### config.mk
export PLATFORM = sky130hd
export DESIGN_NAME = mem_access_stage
export DESIGN_NICKNAME = d
export VERILOG_FILES = /design/src/rtl/mem_access_stage.sv
export SDC_FILE = /design/constraint.sdc
export NUM_CORES = 1
export LEC_CHECK = 0
export CELL_PAD_IN_SITES_DETAIL_PLACEMENT = 1
export CELL_PAD_IN_SITES_GLOBAL_PLACEMENT = 1
export CORE_MARGIN = 10
export CORE_UTILIZATION = 45
export DETAILED_ROUTE_END_ITERATION = 7
export DONT_BUFFER_PORTS = 1
export GPL_ROUTABILITY_DRIVEN = 1
export HOLD_SLACK_MARGIN = 0.1
export PLACE_DENSITY = 0.83
export SYNTH_ARGS = -nofsm -noshare
export SYNTH_HDL_FRONTEND = slang
export SYNTH_SLANG_ARGS = --single-unit
### constraint.sdc
create_clock -name clk_100MHz -period 2.8 [get_ports clk_100MHz]
set_input_delay 0.56 -clock clk_100MHz [delete_from_list [all_inputs] [get_ports clk_100MHz]]
set_output_delay 0.56 -clock clk_100MHz [all_outputs]
set_load 0.02 [all_outputs]
### src/rtl/mem_access_stage.sv
// -----------------------------------------------------------------------------
// mem_access_stage
//
// Memory-access pipeline stage that sits right after the execute stage.
// Non-memory instructions pass straight through to write-back with one
// cycle of latency. RV32I loads and stores are run over a req/gnt/rvalid
// data-memory bus, and the front of the pipeline is stalled while a
// transfer is outstanding.
//
// Ports
//   clk_100MHz, reset        : clock, synchronous active-high reset
//   instruction_fetched_R1   : instruction from execute
//   rd_1                     : destination register from execute
//   data_out_exe             : ALU result, or effective address for LOAD/STORE
//   data_rs2_R1              : store source data
//   stall_mem                : holds the upstream stages (combinational)
//   dmem_req/we/addr/wdata/be: data-memory request side
//   dmem_gnt/rvalid/rdata    : data-memory response side
//   data_out_mem, rd_2,
//   reg_write_en,
//   instruction_fetched_R2   : registered write-back outputs
//   misaligned_exc           : one-cycle pulse on a misaligned access
// -----------------------------------------------------------------------------
module mem_access_stage #(
    parameter int         DMEM_AW = 32,
    parameter logic [6:0] R_TYPE  = 7'b0110011,
    parameter logic [6:0] I_TYPE  = 7'b0010011,
    parameter logic [6:0] LOAD    = 7'b0000011,
    parameter logic [6:0] STORE   = 7'b0100011
) (
    input  logic               clk_100MHz,
    input  logic               reset,
    input  logic [31:0]        instruction_fetched_R1,
    input  logic [4:0]         rd_1,
    input  logic [31:0]        data_out_exe,
    input  logic [31:0]        data_rs2_R1,
    output logic               stall_mem,
    output logic               dmem_req,
    output logic               dmem_we,
    output logic [DMEM_AW-1:0] dmem_addr,
    output logic [31:0]        dmem_wdata,
    output logic [3:0]         dmem_be,
    input  logic               dmem_gnt,
    input  logic               dmem_rvalid,
    input  logic [31:0]        dmem_rdata,
    output logic [31:0]        data_out_mem,
    output logic [4:0]         rd_2,
    output logic               reg_write_en,
    output logic [31:0]        instruction_fetched_R2,
    output logic               misaligned_exc
);

    typedef enum logic [1:0] {ST_IDLE, ST_REQ, ST_WAIT} state_t;

    localparam logic [2:0] F3_B  = 3'b000;
    localparam logic [2:0] F3_H  = 3'b001;
    localparam logic [2:0] F3_W  = 3'b010;
    localparam logic [2:0] F3_BU = 3'b100;
    localparam logic [2:0] F3_HU = 3'b101;

    // ------------------------------------------------------------------
    // Decode of the incoming instruction
    // ------------------------------------------------------------------
    logic [6:0] opcode;
    logic [2:0] funct3;
    logic [1:0] addr_lo;

    assign opcode  = instruction_fetched_R1[6:0];
    assign funct3  = instruction_fetched_R1[14:12];
    assign addr_lo = data_out_exe[1:0];

    logic is_load;
    logic is_store;
    logic load_f3_ok;
    logic store_f3_ok;
    logic mem_op;
    logic misaligned;
    logic access_ok;

    always_comb begin
        is_load     = (opcode == LOAD);
        is_store    = (opcode == STORE);
        load_f3_ok  = (funct3 == F3_B) || (funct3 == F3_H) || (funct3 == F3_W) ||
                      (funct3 == F3_BU) || (funct3 == F3_HU);
        store_f3_ok = (funct3 == F3_B) || (funct3 == F3_H) || (funct3 == F3_W);
        mem_op      = (is_load && load_f3_ok) || (is_store && store_f3_ok);
        // funct3[1:0] encodes the access size for every valid load/store
        misaligned  = mem_op &&
                      (((funct3[1:0] == 2'b01) && addr_lo[0]) ||
                       ((funct3[1:0] == 2'b10) && (addr_lo != 2'b00)));
        access_ok   = mem_op && !misaligned;
    end

    // Store byte lanes: data is replicated so the addressed lane always
    // carries the right bytes regardless of the offset.
    logic [3:0]  be_store;
    logic [31:0] wdata_store;

    always_comb begin
        be_store    = 4'b1111;
        wdata_store = data_rs2_R1;
        case (funct3[1:0])
            2'b00: begin
                be_store    = 4'b0001 << addr_lo;
                wdata_store = {4{data_rs2_R1[7:0]}};
            end
            2'b01: begin
                be_store    = addr_lo[1] ? 4'b1100 : 4'b0011;
                wdata_store = {2{data_rs2_R1[15:0]}};
            end
            default: begin
                be_store    = 4'b1111;
                wdata_store = data_rs2_R1;
            end
        endcase
    end

    // Word-aligned bus address, fitted to the bus width
    logic [DMEM_AW-1:0] addr_word;

    generate
        if (DMEM_AW <= 32) begin : g_addr_narrow
            assign addr_word = {data_out_exe[DMEM_AW-1:2], 2'b00};
        end else begin : g_addr_wide
            assign addr_word = {{(DMEM_AW-32){1'b0}}, data_out_exe[31:2], 2'b00};
        end
    endgenerate

    // ------------------------------------------------------------------
    // Registered state
    // ------------------------------------------------------------------
    state_t             state_reg;
    logic               req_reg;
    logic               we_reg;
    logic [DMEM_AW-1:0] addr_reg;
    logic [31:0]        wdata_reg;
    logic [3:0]         be_reg;
    logic [2:0]         funct3_reg;
    logic [1:0]         off_reg;
    logic [4:0]         rd_reg;
    logic [31:0]        instr_reg;

    logic [31:0]        wb_data_reg;
    logic [4:0]         wb_rd_reg;
    logic               wb_we_reg;
    logic [31:0]        wb_instr_reg;
    logic               exc_reg;

    // ------------------------------------------------------------------
    // Load data extraction, driven by the offset latched with the request
    // ------------------------------------------------------------------
    logic [7:0] rdata_byte [4];

    generate
        for (genvar gi = 0; gi < 4; gi++) begin : g_rbyte
            assign rdata_byte[gi] = dmem_rdata[8*gi +: 8];
        end
    endgenerate

    logic [7:0]  sel_byte;
    logic [15:0] sel_half;
    logic [31:0] load_data;

    always_comb begin
        sel_byte  = rdata_byte[off_reg];
        sel_half  = off_reg[1] ? dmem_rdata[31:16] : dmem_rdata[15:0];
        load_data = dmem_rdata;
        case (funct3_reg)
            F3_B:    load_data = {{24{sel_byte[7]}}, sel_byte};
            F3_BU:   load_data = {24'b0, sel_byte};
            F3_H:    load_data = {{16{sel_half[15]}}, sel_half};
            F3_HU:   load_data = {16'b0, sel_half};
            default: load_data = dmem_rdata;
        endcase
    end

    // ------------------------------------------------------------------
    // Stall: in REQ a granted store frees the pipeline immediately, while
    // a load keeps stalling until the rvalid cycle.
    // ------------------------------------------------------------------
    always_comb begin
        stall_mem = 1'b0;
        case (state_reg)
            ST_IDLE: stall_mem = access_ok;
            ST_REQ:  stall_mem = !(dmem_gnt && we_reg);
            ST_WAIT: stall_mem = !dmem_rvalid;
            default: stall_mem = 1'b0;
        endcase
    end

    // ------------------------------------------------------------------
    // FSM with registered bus and write-back outputs
    // ------------------------------------------------------------------
    always_ff @(posedge clk_100MHz) begin
        if (reset) begin
            state_reg    <= ST_IDLE;
            req_reg      <= 1'b0;
            we_reg       <= 1'b0;
            addr_reg     <= '0;
            wdata_reg    <= '0;
            be_reg       <= '0;
            funct3_reg   <= '0;
            off_reg      <= '0;
            rd_reg       <= '0;
            instr_reg    <= '0;
            wb_data_reg  <= '0;
            wb_rd_reg    <= '0;
            wb_we_reg    <= 1'b0;
            wb_instr_reg <= '0;
            exc_reg      <= 1'b0;
        end else begin
            // Default: bubble on write-back, no exception
            wb_data_reg  <= '0;
            wb_rd_reg    <= '0;
            wb_we_reg    <= 1'b0;
            wb_instr_reg <= '0;
            exc_reg      <= 1'b0;

            case (state_reg)
                ST_IDLE: begin
                    if (access_ok) begin
                        state_reg  <= ST_REQ;
                        req_reg    <= 1'b1;
                        we_reg     <= is_store;
                        addr_reg   <= addr_word;
                        wdata_reg  <= is_store ? wdata_store : 32'b0;
                        be_reg     <= is_store ? be_store : 4'b1111;
                        funct3_reg <= funct3;
                        off_reg    <= addr_lo;
                        rd_reg     <= rd_1;
                        instr_reg  <= instruction_fetched_R1;
                    end else if (is_load || is_store) begin
                        // Misaligned or invalid-funct3 memory op: bubble,
                        // with an exception only for the misaligned case
                        exc_reg <= misaligned;
                    end else begin
                        wb_data_reg  <= data_out_exe;
                        wb_rd_reg    <= rd_1;
                        wb_instr_reg <= instruction_fetched_R1;
                        wb_we_reg    <= ((opcode == R_TYPE) || (opcode == I_TYPE)) &&
                                        (rd_1 != 5'd0);
                    end
                end

                ST_REQ: begin
                    if (dmem_gnt) begin
                        req_reg   <= 1'b0;
                        state_reg <= we_reg ? ST_IDLE : ST_WAIT;
                    end
                end

                ST_WAIT: begin
                    if (dmem_rvalid) begin
                        wb_data_reg  <= load_data;
                        wb_rd_reg    <= rd_reg;
                        wb_we_reg    <= (rd_reg != 5'd0);
                        wb_instr_reg <= instr_reg;
                        state_reg    <= ST_IDLE;
                    end
                end

                default: begin
                    state_reg <= ST_IDLE;
                    req_reg   <= 1'b0;
                end
            endcase
        end
    end

    assign dmem_req               = req_reg;
    assign dmem_we                = we_reg;
    assign dmem_addr              = addr_reg;
    assign dmem_wdata             = wdata_reg;
    assign dmem_be                = be_reg;
    assign data_out_mem           = wb_data_reg;
    assign rd_2                   = wb_rd_reg;
    assign reg_write_en           = wb_we_reg;
    assign instruction_fetched_R2 = wb_instr_reg;
    assign misaligned_exc         = exc_reg;

endmodule

# ---- Yosys cells after proc, flatten, opt, wreduce, memory -nomap -nowiden
# Index checks and enable logic that the tools add are counted.
dict set report op_classes {
  bitwise 4
  reduce_logical 30
  order_cmp 1
  shifts 1
  eq_ne 18
  muxes 35
}
# cell n
set op_table {}
lappend op_table {{$mux 32} 7}
lappend op_table {{$pmux 32 s2} 3}
lappend op_table {{$pmux 32 s4} 1}
lappend op_table {{$bmux 8 s2} 1}
lappend op_table {{$mux 16} 1}
lappend op_table {{$mux 8} 2}
lappend op_table {{$mux 5} 3}
lappend op_table {{$eq 7x6->1 const B} 2}
lappend op_table {{$eq 3x3->1 const B} 4}
lappend op_table {{$pmux 5 s2} 1}
lappend op_table {{$reduce_bool 5->1} 2}
lappend op_table {{$logic_and 1x1->1} 8}
lappend op_table {{$logic_or 1x1->1} 8}
lappend op_table {{$mux 2} 4}
lappend op_table {{$mux 4} 2}
lappend op_table {{$pmux 4 s2} 1}
lappend op_table {{$eq 7x2->1 const B} 1}
lappend op_table {{$eq 7x5->1 const B} 1}
lappend op_table {{$eq 3x1->1 const B} 2}
lappend op_table {{$logic_not 3->1} 2}
lappend op_table {{$ne 2x2->1 const B} 3}
lappend op_table {{$pmux 1 s3} 2}
lappend op_table {{$pmux 2 s3} 1}
lappend op_table {{$reduce_and 3->1} 2}
lappend op_table {{other kinds (14)} 25}
dict set report word_totals {
  register_bits 183
  output_inout_bits 142
  in_bits 137
}

# ---- Depth between registers and ports, before layout
# Gate-level depths: netlist (run 1).
dict set report depth {
  word_depth 12
  depth_mapped 8
  depth_no_buf 4
}

# ---- Worst setup path before layout (run 1)
# Ideal clock, no wire load.
dict set report synth_timing {
  path_type {input to output}
  start {input instruction_fetched_R1[12]}
  end {output stall_mem}
  stages 6
  arrival_ns 1.490
  t_required_ns 2.240
  slack_ns 0.750
  path_cell_list {buf_4 -> xor2_1 -> a21oi_1 -> buf_4 -> nand3_1 -> nand2_1}
}
dict set report synth_between {
  elab_chain_cells 11
}
# element line
set synth_lines {}
lappend synth_lines {{start: declaration} 33} ;# input logic [31:0] instruction_fetched_R1,
lappend synth_lines {{$eq 3x1->1 / $logic_not 3->1 (equally long branches)} {83, 85}}
lappend synth_lines {{$logic_or 1x1->1 (2 in series)} {83, 85}}
lappend synth_lines {{$logic_or 1x1->1} 83} ;# load_f3_ok = (funct3 == F3_B) || (funct3 == F3_H) || (funct3 == F3_W) ||
lappend synth_lines {{$logic_or 1x1->1} 84} ;# (funct3 == F3_BU) || (funct3 == F3_HU);
lappend synth_lines {{$logic_and 1x1->1} 86} ;# mem_op = (is_load && load_f3_ok) || (is_store && store_f3_ok);
lappend synth_lines {{$logic_or 1x1->1} 86}
lappend synth_lines {{$logic_and 1x1->1} 88} ;# misaligned = mem_op &&
lappend synth_lines {{$logic_not 1->1} 91} ;# access_ok = mem_op && !misaligned;
lappend synth_lines {{$logic_and 1x1->1 (*)} 91}
lappend synth_lines {{$pmux 1 s3 (*)} 183} ;# case (state_reg)
lappend synth_lines {{end: declaration} 37} ;# output logic stall_mem,
# Mark *: on every way between the ends. The rest lies on a longest branch, timed or not.

# ---- Worst setup path after layout (run 1)
dict set report layout_timing {
  start {register funct3_reg[1]}
  end {register wb_data_reg[22] (netlist: data_out_mem[22])}
}
dict set report layout_between {
  elab_chain_cells 4
}
# element line
set layout_lines {}
lappend layout_lines {{start: declaration} 138} ;# logic [2:0] funct3_reg;
lappend layout_lines {{start signal: assignment} 228} ;# funct3_reg <= funct3;
lappend layout_lines {{$eq 3x3->1 (tied with other cells)} 168} ;# case (funct3_reg)
lappend layout_lines {{$pmux 32 s4 (*)} 168}
lappend layout_lines {{$mux 32 (*)} 253} ;# if (dmem_rvalid) begin
lappend layout_lines {{$pmux 32 s2 (*)} 219} ;# case (state_reg)
lappend layout_lines {{end signal: assignment} 237} ;# wb_data_reg <= data_out_exe;
lappend layout_lines {{end signal: assignment} 254} ;# wb_data_reg <= load_data;
lappend layout_lines {{end: declaration} 143} ;# logic [31:0] wb_data_reg;
# Marked as above.
# A chain may end at the register's enable or synchronous reset.

==> results.md, run 1 <==
- Crit start category: register
- Initial Utilization: 0.4545
- GR Overflow Total: 0
- IO buf count: 0
- Synthesis-to-layout area growth: 8.054%
- Max Cap Viol: 0
- Synth cell count leaders: dfxtp_1 (180), nand2_1 (160), mux2i_1 (94)
- Dominant cells by area after synthesis: dfxtp_1 (48%), mux2i_1 (13%), nand2_1 (8.1%), a22o_1 (4.7%), a22oi_1 (3.5%)
- Dpl hpwl: 18540 um
- Top_reg_cell synth: dfxtp_1
- Postcts setup bufs: 0
- Worst hold path cell count: 1
- Ant. Diodes: 0
- Critical register-to-register path startpoint: funct3_reg[1]
- Root Buffer: clkbuf_16
- Hold Buf Count CTS: 0
- Cell taking the most area after synthesis: dfxtp_1
- Pwr Total: 0.005185 W
- Avg Inst Size Synth: 9.585 um2
- Full die area: 22120 um2
- Final Critical Period: 2263 ps
- First-pass GRT wire length: 36530 um
- Reg2Reg Capture Point: data_out_mem[22]
- Critical Path RT: 3160 ps
- Length of the first detailed-routing pass in iterations: 7
- Post-synth ARST share: 0
- Top cell type's share of synthesized area: 0.4832
- Num Clock Sinks: 180
- Hold Path Class: in -> reg
- DRT iter0 DRCs: 302
- Crit-path max cell delay: 770 ps
- Seq cells post-synth: 180
- Period utilization: 0.8083
- Setup violations, final: 0
- Status: completed
- Slew @ Worst Pin: 987.8 ps
- Placer Congestion: 0.9375
- Worst-path maximum fanout: 20
- Setup tns final: 0 ps
- Worst Setup End Kind: register
- DIE WIDTH: 148.7 um
- RSZ-0062 raised after global routing: no
- Total global-route track usage: 0.2104
- Final Skew: 7.076 ps
- Latest clock arrival within the worst-skew pair: 420 ps
- Clk slew on worst S/H paths: 70 ps
- TritonCTS clock tree: built
- Leakage: 3.042 nW
- Layout cells sized above 1: 0.08432
- Worst Path Arrival: 2620 ps
- Worst path slowest cell: dfxtp_1
- Vias per cell: 5.861
- R2r worst-path depth: 3
- WHS Endpoint: dmem_req
- Critical path class: reg -> reg
- Hold wc startpoint: reset
- Cell chain of the critical path: inv_1 > a221oi_4 > a22o_1
- Final #Nets: 883
- Clk buf depth: 2
- Fmax: 441.9 MHz
- Top Ports: 279
- Synth Warn #: 0
- Vias after detailed routing: 5738
- Slew HR: 0.3414
- Post-CTS sizing: 0
- Slew Limit Fails: 0
- Initial antenna violation count: 0
- Register area share after synthesis: 0.4832
- Register Area: 3603 um2
- Number of synthesized flops with an enable pin: 0
- Core footprint: 16410 um2
- CTS Buf Count: 17
- Synth cell types: 54
- H-tree depth: 4
- # rows: 47
- Fillers: 1798
- Multi-input logic area: 3515 um2
- Vias in the first global route: 6104
- Largest net degree at the start of global routing: 82
- Fin. Hold Viols: 0
- VDD IR max: 0.4579 mV
- Post-route DRC violation count: 0
- Most numerous cell in the Yosys netlist: dfxtp_1
- WL final: 24320 um
- Die H: 148.7 um
- Gate Count Post-Synth: 778
- Routed Antenna Nets: 0
- Reg2Reg Setup Slack: 540 ps
- Power Density: 643.5 nW/um2
- WL/cell: 24.85 um
- Mapped Area: 7457 um2
cells by family after synthesis:
family	after synthesis	share of synthesized area
AND/OR/NAND/NOR	271	0.1659
flip-flops	180	0.4832
AO/OA/AOI/OAI	160	0.1676
multiplexers	99	0.1337
buffers and inverters	66	0.04782
XOR/XNOR	1	0.001175
other	1	0.0005029
placed cells by master, fill, tap and decap left out, types with 3 or more instances in the layout:
master        n
mux2i_1      94
nand2_1     160
a211oi_1      4
dfxtp_1     180
a32oi_1       4
clkinv_2      3
nand4_1       5
nor2b_1       9
a222oi_1      7
a22oi_1      35
buf_4         9
nor2_1       48
inv_6         4
nand2b_1     20
nor3_2        3
a22o_1       40
o2bb2ai_1    16
a21oi_1      10
a31oi_1       5
clkinvlp_4    4
nor3_1        3
a211o_1       8
clkbuf_16    17
o21ai_0      23
mux2_2        5
metal layers:
metal	routed length, um	vias up	track usage
met1	9053	2785	0.2255
met2	12000	248	0.3552
li1	-	2672	-
met3	2739	33	0.09860
met5	0	-	0
met4	531	0	0.07851
critical path, delay by kind of cell (launching register included):
kind	cells	cell delay, ps
flops	1	770
buf+inv	1	410
compound gates	2	1010
cell type report:
type                    count  area share
clock inverters            13     0.01242
inverters                   3    0.001708
multi-input cells         533      0.4362
flip-flops and latches    180      0.4472
well taps                 220     0.03416
repair buffers             11     0.01335
clock buffers              19     0.05497
per-stage QoR:
stage / hold WS, ps / util / instances / cell area [um2] / worst slack [ps]
floorplan: 412.9 / - / 779 / 7461 / 750.5
global placement: 420.7 / 0.4580 / 947 / 7515 / 587.4
detailed placement: 430.9 / 0.4580 / 947 / 7515 / 562.8
CTS: 182.7 / 0.4911 / 979 / 8058 / 557.4
global route: 183.5 / 0.4911 / 979 / 8058 / 353.8
finish: 203.2 / 0.4911 / 979 / 8058 / 536.8
worst max-delay path by stage:
stage                               startpoint                to  slack [ps]  cells after the start
global placement     instruction_fetched_R1[3]         stall_mem         590                      4
finish                           funct3_reg[1]  data_out_mem[22]         540                      3
detailed placement   instruction_fetched_R1[3]         stall_mem         560                      4
global route                     funct3_reg[1]  data_out_mem[22]         350                      3
floorplan           instruction_fetched_R1[12]         stall_mem         750                      6
CTS                  instruction_fetched_R1[3]         stall_mem         560                      4
power breakdown:
group	leakage, nW	switching [W]	internal (W)
Clock	0.258	0.00103	0.00117
Sequential	1.47	0.000107	0.00262
Combinational	1.32	0.000141	0.000110
Note: power is estimated with default switching activity, not from simulation.
==> inputs of run 2 (changes only) <==
==> constraint.sdc (replaced) <==
create_clock -name clk_100MHz -period 2.28 [get_ports clk_100MHz]
set_input_delay 0.456 -clock clk_100MHz [delete_from_list [all_inputs] [get_ports clk_100MHz]]
set_output_delay 0.456 -clock clk_100MHz [all_outputs]
set_load 0.02 [all_outputs]
==> run 2 against run 1 <==
Effect of this change:
- total power is 30% higher
- sequential power is 23% higher
- critical endpoint is now stall_mem
- routed wire length is 0.26% higher
- clock power is 39% higher
- largest power group unchanged
- flip-flop and latch count stayed put
==> results.md, run 2 (synthesized netlist as in run 1, its figures left out) <==
- Status: completed
- Worst Path Arrival: 1570 ps (-1050 ps)
- Largest net degree at the start of global routing: 136 (+66%)
- DIE WIDTH: 148.7 um (unchanged)
- Hold wc startpoint: instruction_fetched_R1[3]
- Worst Setup End Kind: primary output
- Leakage: 3.121 nW (+2.6%)
- Latest clock arrival within the worst-skew pair: 420 ps (about the same)
- Dpl hpwl: 18530 um (about the same)
- Crit-path max cell delay: 390 ps (-380 ps)
- Slew HR: 0.3821 (+0.04064)
- Final Critical Period: 2025 ps
- Ant. Diodes: 0 (unchanged)
- Postcts setup bufs: 0 (unchanged)
- Clk slew on worst S/H paths: 70 ps (about the same)
- Logic pwr share: 0.047 (about the same)
- Num Clock Sinks: 180 (unchanged)
- Slew @ Worst Pin: 926.9 ps (-60.95 ps)
- Top Ports: 279 (unchanged)
- CTS Buf Count: 17 (unchanged)
- Setup violations, final: 0 (unchanged)
- GR Overflow Total: 0 (unchanged)
- Vias per cell: 5.894 (+0.55%)
- Worst path slowest cell: dfxtp_1
- RSZ-0062 raised after global routing: no
- Post-route DRC violation count: 0 (unchanged)
- Setup tns final: 0 ps (unchanged)
- IO buf count: 0 (unchanged)
- WL final: 24390 um (+0.26%)
- DRT iter0 DRCs: 403 (+33%)
- Full die area: 22120 um2 (unchanged)
- Layout cells sized above 1: 0.09269 (+0.008368)
- Most frequent cells in the layout: dfxtp_1 (180), nand2_1 (160), mux2i_1 (94)
- Critical Path RT: 1820 ps (-1340 ps)
- Critical register-to-register path startpoint: funct3_reg[1]
- Routed Antenna Nets: 0 (unchanged)
- Worst-path maximum fanout: 9 (-55%)
- Initial antenna violation count: 0 (unchanged)
- Internal power: 0.005112 W (+31%)
- H-tree depth: 4 (unchanged)
- Final core occ: 0.4998 (+0.008693)
- CP Buf/Inv Count: 0 (-1)
- Commonest non-fill, non-tap cell in the layout: dfxtp_1
- Core footprint: 16410 um2 (unchanged)
- WL/cell: 24.73 um (-0.45%)
- Sequential Power Share: 0.497 (-0.029)
- # rows: 47 (unchanged)
- Total global-route track usage: 0.2086 (-0.001769)
- Placer Congestion: 0.8979 (-4.2%)
- R2r worst-path depth: 3 (unchanged)
- Length of the first detailed-routing pass in iterations: 6 (-1)
- Die H: 148.7 um (unchanged)
- Vias after detailed routing: 5811 (+1.3%)
- Synthesis-to-layout area growth: 9.966%
- Final #Nets: 890 (+0.79%)
- Hold Path Class: in -> reg
- Sw Pwr: 0.001616 W (+26%)
- Switching part of the total: 0.2402 (-0.007228)
- Crit start category: register
- Clk buf depth: 2 (unchanged)
- Fin. Hold Viols: 0 (unchanged)
- VDD IR max: 0.5230 mV (+14%)
- Power Density: 820.5 nW/um2 (+28%)
- Reg2Reg Setup Slack: 300 ps (-240 ps)
- First-pass GRT wire length: 36350 um (-0.49%)
- Fmax: 493.8 MHz
- Path length in cells of the critical path: 3 (unchanged)
- Clock network fraction of design power: 0.456 (+0.030)
- Vias in the first global route: 6157 (+0.87%)
- Worst hold path cell count: 2 (+1)
- Post-CTS sizing: 0 (unchanged)
- Slew Limit Fails: 0 (unchanged)
- Final Skew: 10.23 ps (+3.153 ps)
- TritonCTS clock tree: built
- Initial Utilization: 0.4545 (unchanged)
- Max Cap Viol: 0 (unchanged)
- WHS Endpoint: instruction_fetched_R2[3]
- Reg2Reg Capture Point: data_out_mem[23]
- Critical path class: reg -> out
- Period utilization: 0.8882
- Root Buffer: clkbuf_16
- Cell chain of the critical path: nor2_2 > nand3_1 > nand2_1
- Top Family by Delay on Critical Path: simple AND/OR/NAND/NOR gates
==> run 2: timing repair <==
action	CTS	global route
endpoints found under the setup margin	0	0
hold buffers	1	0
endpoints found under the hold margin	3	0
==> run 2: power groups by stage <==
stage	sequential, W	clock (W)	combinational, W
2_1_floorplan	0.00340	0	0.000273
5_1_grt	0.00335	0.00327	0.000350
3_5_place_dp	0.00342	0	0.000314
4_1_cts	0.00335	0.00314	0.000317
3_3_place_gp	0.00342	0	0.000296
6_report	0.00335	0.00307	0.000315
==> run 2: metal layers <==
layer | track usage | routed length, um | vias up
met5 | 0 | 0 | -
met1 | 0.2264 | 9219 | 2826
li1 | - | - | 2689
met4 | 0.07507 | 496 | 0
met2 | 0.3537 | 12030 | 267
met3 | 0.09284 | 2644 | 29
==> run 2: area by class of cell <==
class / count / area [um2]
clock inverters: 15 / 192.7
flip-flops and latches: 180 / 3603
inverters: 3 / 13.76
fillers: 1810 / 8207
repair buffers: 18 / 175.2
well taps: 220 / 275.3
clock buffers: 17 / 425.4
multi-input cells: 533 / 3515
==> run 2: through the flow <==
step / setup WS [ps] / std cells / area [um2] / total power [W] / hold slack, ps
6_report: 254.9 / 986 / 8200 / 0.006729 / 145.9
5_1_grt: 141.0 / 986 / 8200 / 0.006974 / 133.4
4_1_cts: 213.9 / 986 / 8200 / 0.006807 / 123.9
3_5_place_dp: 241.5 / 953 / 7572 / 0.003737 / 435.6
3_3_place_gp: 333.3 / 953 / 7572 / 0.003715 / 420.8
2_1_floorplan: 438.5 / 779 / 7461 / 0.003670 / 412.9
==> run 2: worst max-delay path by stage <==
stage | startpoint | to
floorplan | instruction_fetched_R1[12] | stall_mem
global placement | instruction_fetched_R1[3] | dmem_wdata[7]
detailed placement | instruction_fetched_R1[3] | dmem_wdata[25]
CTS | state_reg[0] | stall_mem
global route | funct3_reg[1] | data_out_mem[21]
finish | state_reg[0] | stall_mem
==> run 2: worst register-to-register path: cells and delay by family (launching register included) <==
kind	cells	cell delay [ps]
compound gates	2	1010
buf+inv	1	330
flops	1	580
